**src/rtl/cpu_sequencer_if.sv**
```systemverilog
// Instruction-fetch port between the sequencer (master) and instruction memory (slave).
// The sequencer holds imem_req for the whole fetch; memory answers with imem_ready plus data.
interface cpu_sequencer_if #(
  parameter int PC_W = 8
);
  logic            imem_req;
  logic [PC_W-1:0] imem_addr;
  logic            imem_ready;
  logic [15:0]     imem_data;

  modport master (
    output imem_req,
    output imem_addr,
    input  imem_ready,
    input  imem_data
  );

  modport slave (
    input  imem_req,
    input  imem_addr,
    output imem_ready,
    output imem_data
  );
endinterface

```
**src/rtl/cpu_sequencer.sv**
```systemverilog
// Multi-cycle fetch/decode/execute/writeback sequencer for the 4-bit core.
// Owns pc, IR and the retired counter; every output is decoded from registered state (Moore).
module cpu_sequencer #(
  parameter int              PC_W     = 8,
  parameter logic [PC_W-1:0] RESET_PC = '0
) (
  input  logic                   clk,
  input  logic                   reset,
  input  logic                   run,
  cpu_sequencer_if.master        imem,
  output logic [3:0]             dec_opcode,
  output logic [3:0]             dec_funct,
  output logic [1:0]             rf_rd,
  output logic [1:0]             rf_rs1,
  output logic [1:0]             rf_rs2,
  output logic                   alu_en,
  output logic                   rf_we,
  output logic                   busy,
  output logic                   halted,
  output logic                   illegal,
  output logic [7:0]             retired
);

  typedef enum logic [2:0] {
    S_IDLE      = 3'd0,
    S_FETCH     = 3'd1,
    S_DECODE    = 3'd2,
    S_EXECUTE   = 3'd3,
    S_WRITEBACK = 3'd4,
    S_HALT      = 3'd5
  } state_t;

  localparam logic [3:0] OP_RTYPE = 4'hC;
  localparam logic [3:0] OP_HALT  = 4'hF;

  state_t          state_q, state_d;
  logic [PC_W-1:0] pc_q, pc_d;
  logic [15:0]     ir_q, ir_d;
  logic [7:0]      retired_q, retired_d;
  logic            ill_q, ill_d;

  logic            ir_is_legal;
  logic            ir_is_halt;
  logic            req_out;
  logic            unused_ir_bits;

  // funct[3] marks the reserved half of the R-type space, which is treated as illegal.
  assign ir_is_legal    = (ir_q[15:12] == OP_RTYPE) && !ir_q[11];
  assign ir_is_halt     = (ir_q[15:12] == OP_HALT);
  assign unused_ir_bits = ^ir_q[1:0];

  // State register.
  always_ff @(posedge clk) begin
    if (reset) begin
      state_q   <= S_IDLE;
      pc_q      <= RESET_PC;
      ir_q      <= '0;
      retired_q <= '0;
      ill_q     <= 1'b0;
    end else begin
      state_q   <= state_d;
      pc_q      <= pc_d;
      ir_q      <= ir_d;
      retired_q <= retired_d;
      ill_q     <= ill_d;
    end
  end

  // Next-state and datapath-register update.
  always_comb begin
    state_d   = state_q;
    pc_d      = pc_q;
    ir_d      = ir_q;
    retired_d = retired_q;
    ill_d     = ill_q;
    unique case (state_q)
      S_IDLE: begin
        if (run) state_d = S_FETCH;
      end
      S_FETCH: begin
        if (imem.imem_ready) begin
          ir_d    = imem.imem_data;
          state_d = S_DECODE;
        end
      end
      S_DECODE: begin
        if (ir_is_legal) begin
          ill_d   = 1'b0;
          state_d = S_EXECUTE;
        end else if (ir_is_halt) begin
          state_d = S_HALT;
        end else begin
          ill_d   = 1'b1;
          state_d = S_WRITEBACK;
        end
      end
      S_EXECUTE: begin
        state_d = S_WRITEBACK;
      end
      S_WRITEBACK: begin
        // Both counters wrap naturally at their register width.
        pc_d      = pc_q + PC_W'(1);
        retired_d = retired_q + 8'd1;
        state_d   = run ? S_FETCH : S_IDLE;
      end
      S_HALT: begin
        state_d = S_HALT;
      end
      default: begin
        state_d = S_IDLE;
      end
    endcase
  end

  // Moore output decode.
  always_comb begin
    req_out = 1'b0;
    alu_en  = 1'b0;
    rf_we   = 1'b0;
    illegal = 1'b0;
    busy    = 1'b0;
    halted  = 1'b0;
    unique case (state_q)
      S_IDLE: begin
        busy = 1'b0;
      end
      S_FETCH: begin
        busy    = 1'b1;
        req_out = 1'b1;
      end
      S_DECODE: begin
        busy = 1'b1;
      end
      S_EXECUTE: begin
        busy   = 1'b1;
        alu_en = 1'b1;
      end
      S_WRITEBACK: begin
        busy    = 1'b1;
        rf_we   = !ill_q;
        illegal = ill_q;
      end
      S_HALT: begin
        halted = 1'b1;
      end
      default: begin
        busy = 1'b0;
      end
    endcase
  end

  assign imem.imem_req  = req_out;
  assign imem.imem_addr = pc_q;

  assign dec_opcode = ir_q[15:12];
  assign dec_funct  = ir_q[11:8];
  assign rf_rd      = ir_q[7:6];
  assign rf_rs1     = ir_q[5:4];
  assign rf_rs2     = ir_q[3:2];
  assign retired    = retired_q;

endmodule
```
**src/flat_wrapper.sv**
```systemverilog
// flat-port wrapper written by rule: the top's interface ports become plain ports
module cpu_sequencer_flat 
#(
  parameter int              PC_W     = 8,
  parameter logic [PC_W-1:0] RESET_PC = '0
)
  (clk, reset, run, dec_opcode, dec_funct, rf_rd, rf_rs1, rf_rs2, alu_en, rf_we, busy, halted, illegal, retired, imem_imem_req, imem_imem_addr, imem_imem_ready, imem_imem_data);
  cpu_sequencer_if #(.PC_W(PC_W)) imem_i ();
  input  logic clk;
  input  logic reset;
  input  logic run;
  output logic [3:0] dec_opcode;
  output logic [3:0] dec_funct;
  output logic [1:0] rf_rd;
  output logic [1:0] rf_rs1;
  output logic [1:0] rf_rs2;
  output logic alu_en;
  output logic rf_we;
  output logic busy;
  output logic halted;
  output logic illegal;
  output logic [7:0] retired;
  output wire logic [$bits(imem_i.imem_req)-1:0] imem_imem_req;
  output wire logic [$bits(imem_i.imem_addr)-1:0] imem_imem_addr;
  input wire logic [$bits(imem_i.imem_ready)-1:0] imem_imem_ready;
  input wire logic [$bits(imem_i.imem_data)-1:0] imem_imem_data;
  assign imem_imem_req = imem_i.imem_req;
  assign imem_imem_addr = imem_i.imem_addr;
  assign imem_i.imem_ready = imem_imem_ready;
  assign imem_i.imem_data = imem_imem_data;
  cpu_sequencer #(.PC_W(PC_W), .RESET_PC(RESET_PC)) u_core (.clk(clk), .reset(reset), .run(run), .imem(imem_i), .dec_opcode(dec_opcode), .dec_funct(dec_funct), .rf_rd(rf_rd), .rf_rs1(rf_rs1), .rf_rs2(rf_rs2), .alu_en(alu_en), .rf_we(rf_we), .busy(busy), .halted(halted), .illegal(illegal), .retired(retired));
endmodule
```
**config.mk**
```make
export PLATFORM = sky130hd
export DESIGN_NAME = cpu_sequencer_flat
export DESIGN_NICKNAME = d
export VERILOG_FILES = /design/src/rtl/cpu_sequencer_if.sv /design/src/rtl/cpu_sequencer.sv /design/src/flat_wrapper.sv
export SDC_FILE = /design/constraint.sdc
export NUM_CORES = 1
export LEC_CHECK = 0
export BUFFER_PORTS_ARGS = -buffer_cell sky130_fd_sc_hd__buf_2
export CAP_MARGIN = 20
export CORE_ASPECT_RATIO = 1.5
export CORE_MARGIN = 2
export CORE_UTILIZATION = 30
export DETAILED_ROUTE_END_ITERATION = 8
export MAX_ROUTING_LAYER = met4
export PLACE_DENSITY = 0.52
export SLEW_MARGIN = 15
export SYNTH_ARGS = -nofsm -noshare
export SYNTH_HDL_FRONTEND = slang
export SYNTH_SLANG_ARGS = --single-unit
```
**constraint.sdc**
```tcl
create_clock -name clk -period 1.51 [get_ports clk]
set_input_delay 0.151 -clock clk [delete_from_list [all_inputs] [get_ports clk]]
set_output_delay 0.151 -clock clk [all_outputs]
set_load 0.005 [all_outputs]
```
==> run metrics <==
hold_ws 98.27 ps; # diodes 0; pre-CTS WS -79.39 ps; CTS Hold Bufs 0; DR DRC count 0; Final Slew Violations 0; Cells after DPL 308; number of buffers created by CTS 5; power density cells 886.0 nW/um2; status completed; first-pass GRT wire length 6499 um; period utilization 0.9671; Tmin final 1460 ps; Yosys reg bits 34; hold wc startpoint imem_imem_data[6]; Slew HR 0.7571; RSZ-0062 raised after global routing true; hold path cells 3; share of the synthesized area in the top cell type 0.4526; total number of vias 1566; fmax 684.8 MHz; RD Place Congestion 0.7385; Detail Placement HPWL 2758 um; Setup Skew 6.534 ps; worst r2r src u_core.state_q[2]; Setup crit start kind flop; Post-synth EDFFs 0; final WL 3901 um; CTS tree done; Lkg Pwr 0.8818 nW; Worst Tran Pin Value 364.3 ps; largest net degree at the start of global routing 20; DR pass1 iterations 4; Placed Area 1928 um2; ys flop type dfxtp_1; initial antenna violation count 0; Final Setup Violations 0; Synth async-reset ratio 0; total die area 5607 um2; count of unique library cells instantiated by Yosys 35; H-Tree Depth 2; synthesized area 1504 um2; Worst Path Arrival 1680 ps; Clk pwr share 0.373; port bufs 53; vias per cell 4.909; wire per inst 12.23 um; Syn Inst Count 185; Die Y 90.72 um; clk sinks 34; Sw Share 0.2493; area grow syn2layout 40.02%; GRT Util Overall 0.1551; P_sw 0.4651 mW; Max-Cap Viols 0; Die Width 61.81 um; Post-synth top cells 39 x nand2_1, 34 x dfxtp_1, 28 x a21oi_1; synthesized area per cell 8.129 um2; crit path launch u_core.state_q[2]; sequential cell area fraction in the yosys report 0.4526; total overflow reported by the global router 0; Initial Utilization 0.3102; fraction of layout cells with a size suffix above 1 0.3557; Gate power share 0.121; maximum vdd drop 0.4499 mV; leading post-synthesis cells by cell area dfxtp_1 45%, nand2_1 9.7%, a21oi_1 9.3%; Placeable Area 4848 um2; Worst R2R Path Depth 3; Critical Path RT 1730 ps; ANT nets after route 0; CTS clk-pin slew, worst paths 70 ps; synth warn 0; Final Net Count 274; Reg power frac 0.506; vias in the first global route 1491; worst setup margin 49.64 ps; internal power 1.401 mW; row count 31; Synth Net Count 207; CP Max Fanout 7; Final Hold Viols 0; Post-Layout Cell Count 319; design area 2106 um2; Worst Setup End Kind flop; # IOs 56; Root Buffer clkbuf_8; dominant cell type by area after synthesis dfxtp_1; initial detailed-routing violation count 80; top-count cell post-synth nand2_1; clk buf depth 2; worst skew pair latency 280 ps; Setup CP Type reg -> reg; Hold Crit Class in -> reg
[sequential cells by signal (all words and copies together), names as in the netlist]
name,cells
u_core.state_q,3
u_core.imem.imem_addr,8
u_core.ill_q,1
u_core.retired,8
u_core.ir_q,14
[metal layers]
layer,track usage,share of wire,vias up
met5,-,0,-
met4,0.07979,0.025,0
met3,0.02579,0.037,8
met2,0.2658,0.53,34
met1,0.1609,0.41,732
li1,-,-,792
[through the flow]
step | utilization | TNS, ps | power, mW
2_1_floorplan | - | -16.71 | 1.074
3_3_place_gp | 0.3977 | -288.6 | 1.167
3_5_place_dp | 0.3977 | -409.5 | 1.170
4_1_cts | 0.4258 | 0 | 1.884
5_1_grt | 0.4343 | -25.41 | 1.962
6_report | 0.4343 | 0 | 1.866
[path summary, 6_finish.rpt]
kind,to,slack [ps]
setup reg to reg,u_core.retired[5],50
hold / removal,u_core.ir_q[6],100
hold reg to reg,u_core.ir_q[7],450
setup / recovery,u_core.retired[5],50
[power groups by stage]
stage / registers (mW) / logic, mW / clock network (mW)
2_1_floorplan: 0.964 / 0.110 / 0
3_3_place_gp: 0.959 / 0.209 / 0
3_5_place_dp: 0.959 / 0.211 / 0
4_1_cts: 0.941 / 0.220 / 0.723
5_1_grt: 0.948 / 0.254 / 0.760
6_report: 0.944 / 0.226 / 0.696
[cell families (layout without fill, tap and decap cells)]
logic type,Yosys count,count (layout),share of synthesized area
compound gates,44,44,0.1722
fa+ha+maj,2,2,0.01664
mux,1,1,0.007487
flops,34,34,0.4526
simple gates,83,84,0.2845
buf+inv,17,84,0.04325
xor+xnor,4,4,0.02329
[cell usage in the layout, fill, tap and decap left out, types with 2 or more instances in the layout]
cell type  count
o21ai_0        2
buf_2         54
buf_4         13
or3b_4         2
nand4_1        4
and3_1         2
dfxtp_2        3
buf_6          3
nand3_1        4
nor2_1        11
dfxtp_1       31
or4_1          7
o31ai_1        6
or3_1          3
nand2b_1       2
a21oi_1       27
xnor2_1        4
nand2_1       39
clkbuf_8       6
inv_1          6
[critical path, cell delays in order, from the launching register on]
cell and delay, ps:
dfxtp_2 350, or3b_4 420, or4_1 510, a21oi_1 120
[area by class of cell]
cell class	instances	area, um2
Tap cell	66	82.58
Clock inverter	1	5.005
Inverter	6	22.52
Clock buffer	7	86.33
Multi-Input combinational cell	135	823.3
Sequential cell	34	684.4
Fill cell	530	2743
Timing Repair Buffer	70	401.6
[timing repair]
action,CTS,global route
gates resized for setup,5,10
pin swaps,0,9
endpoints found under the setup margin,8,9
cloned,1,1
hold endpoints to repair,0,0
buffers inserted,2,0
No activity file was read; power rests on OpenSTA's default activity.
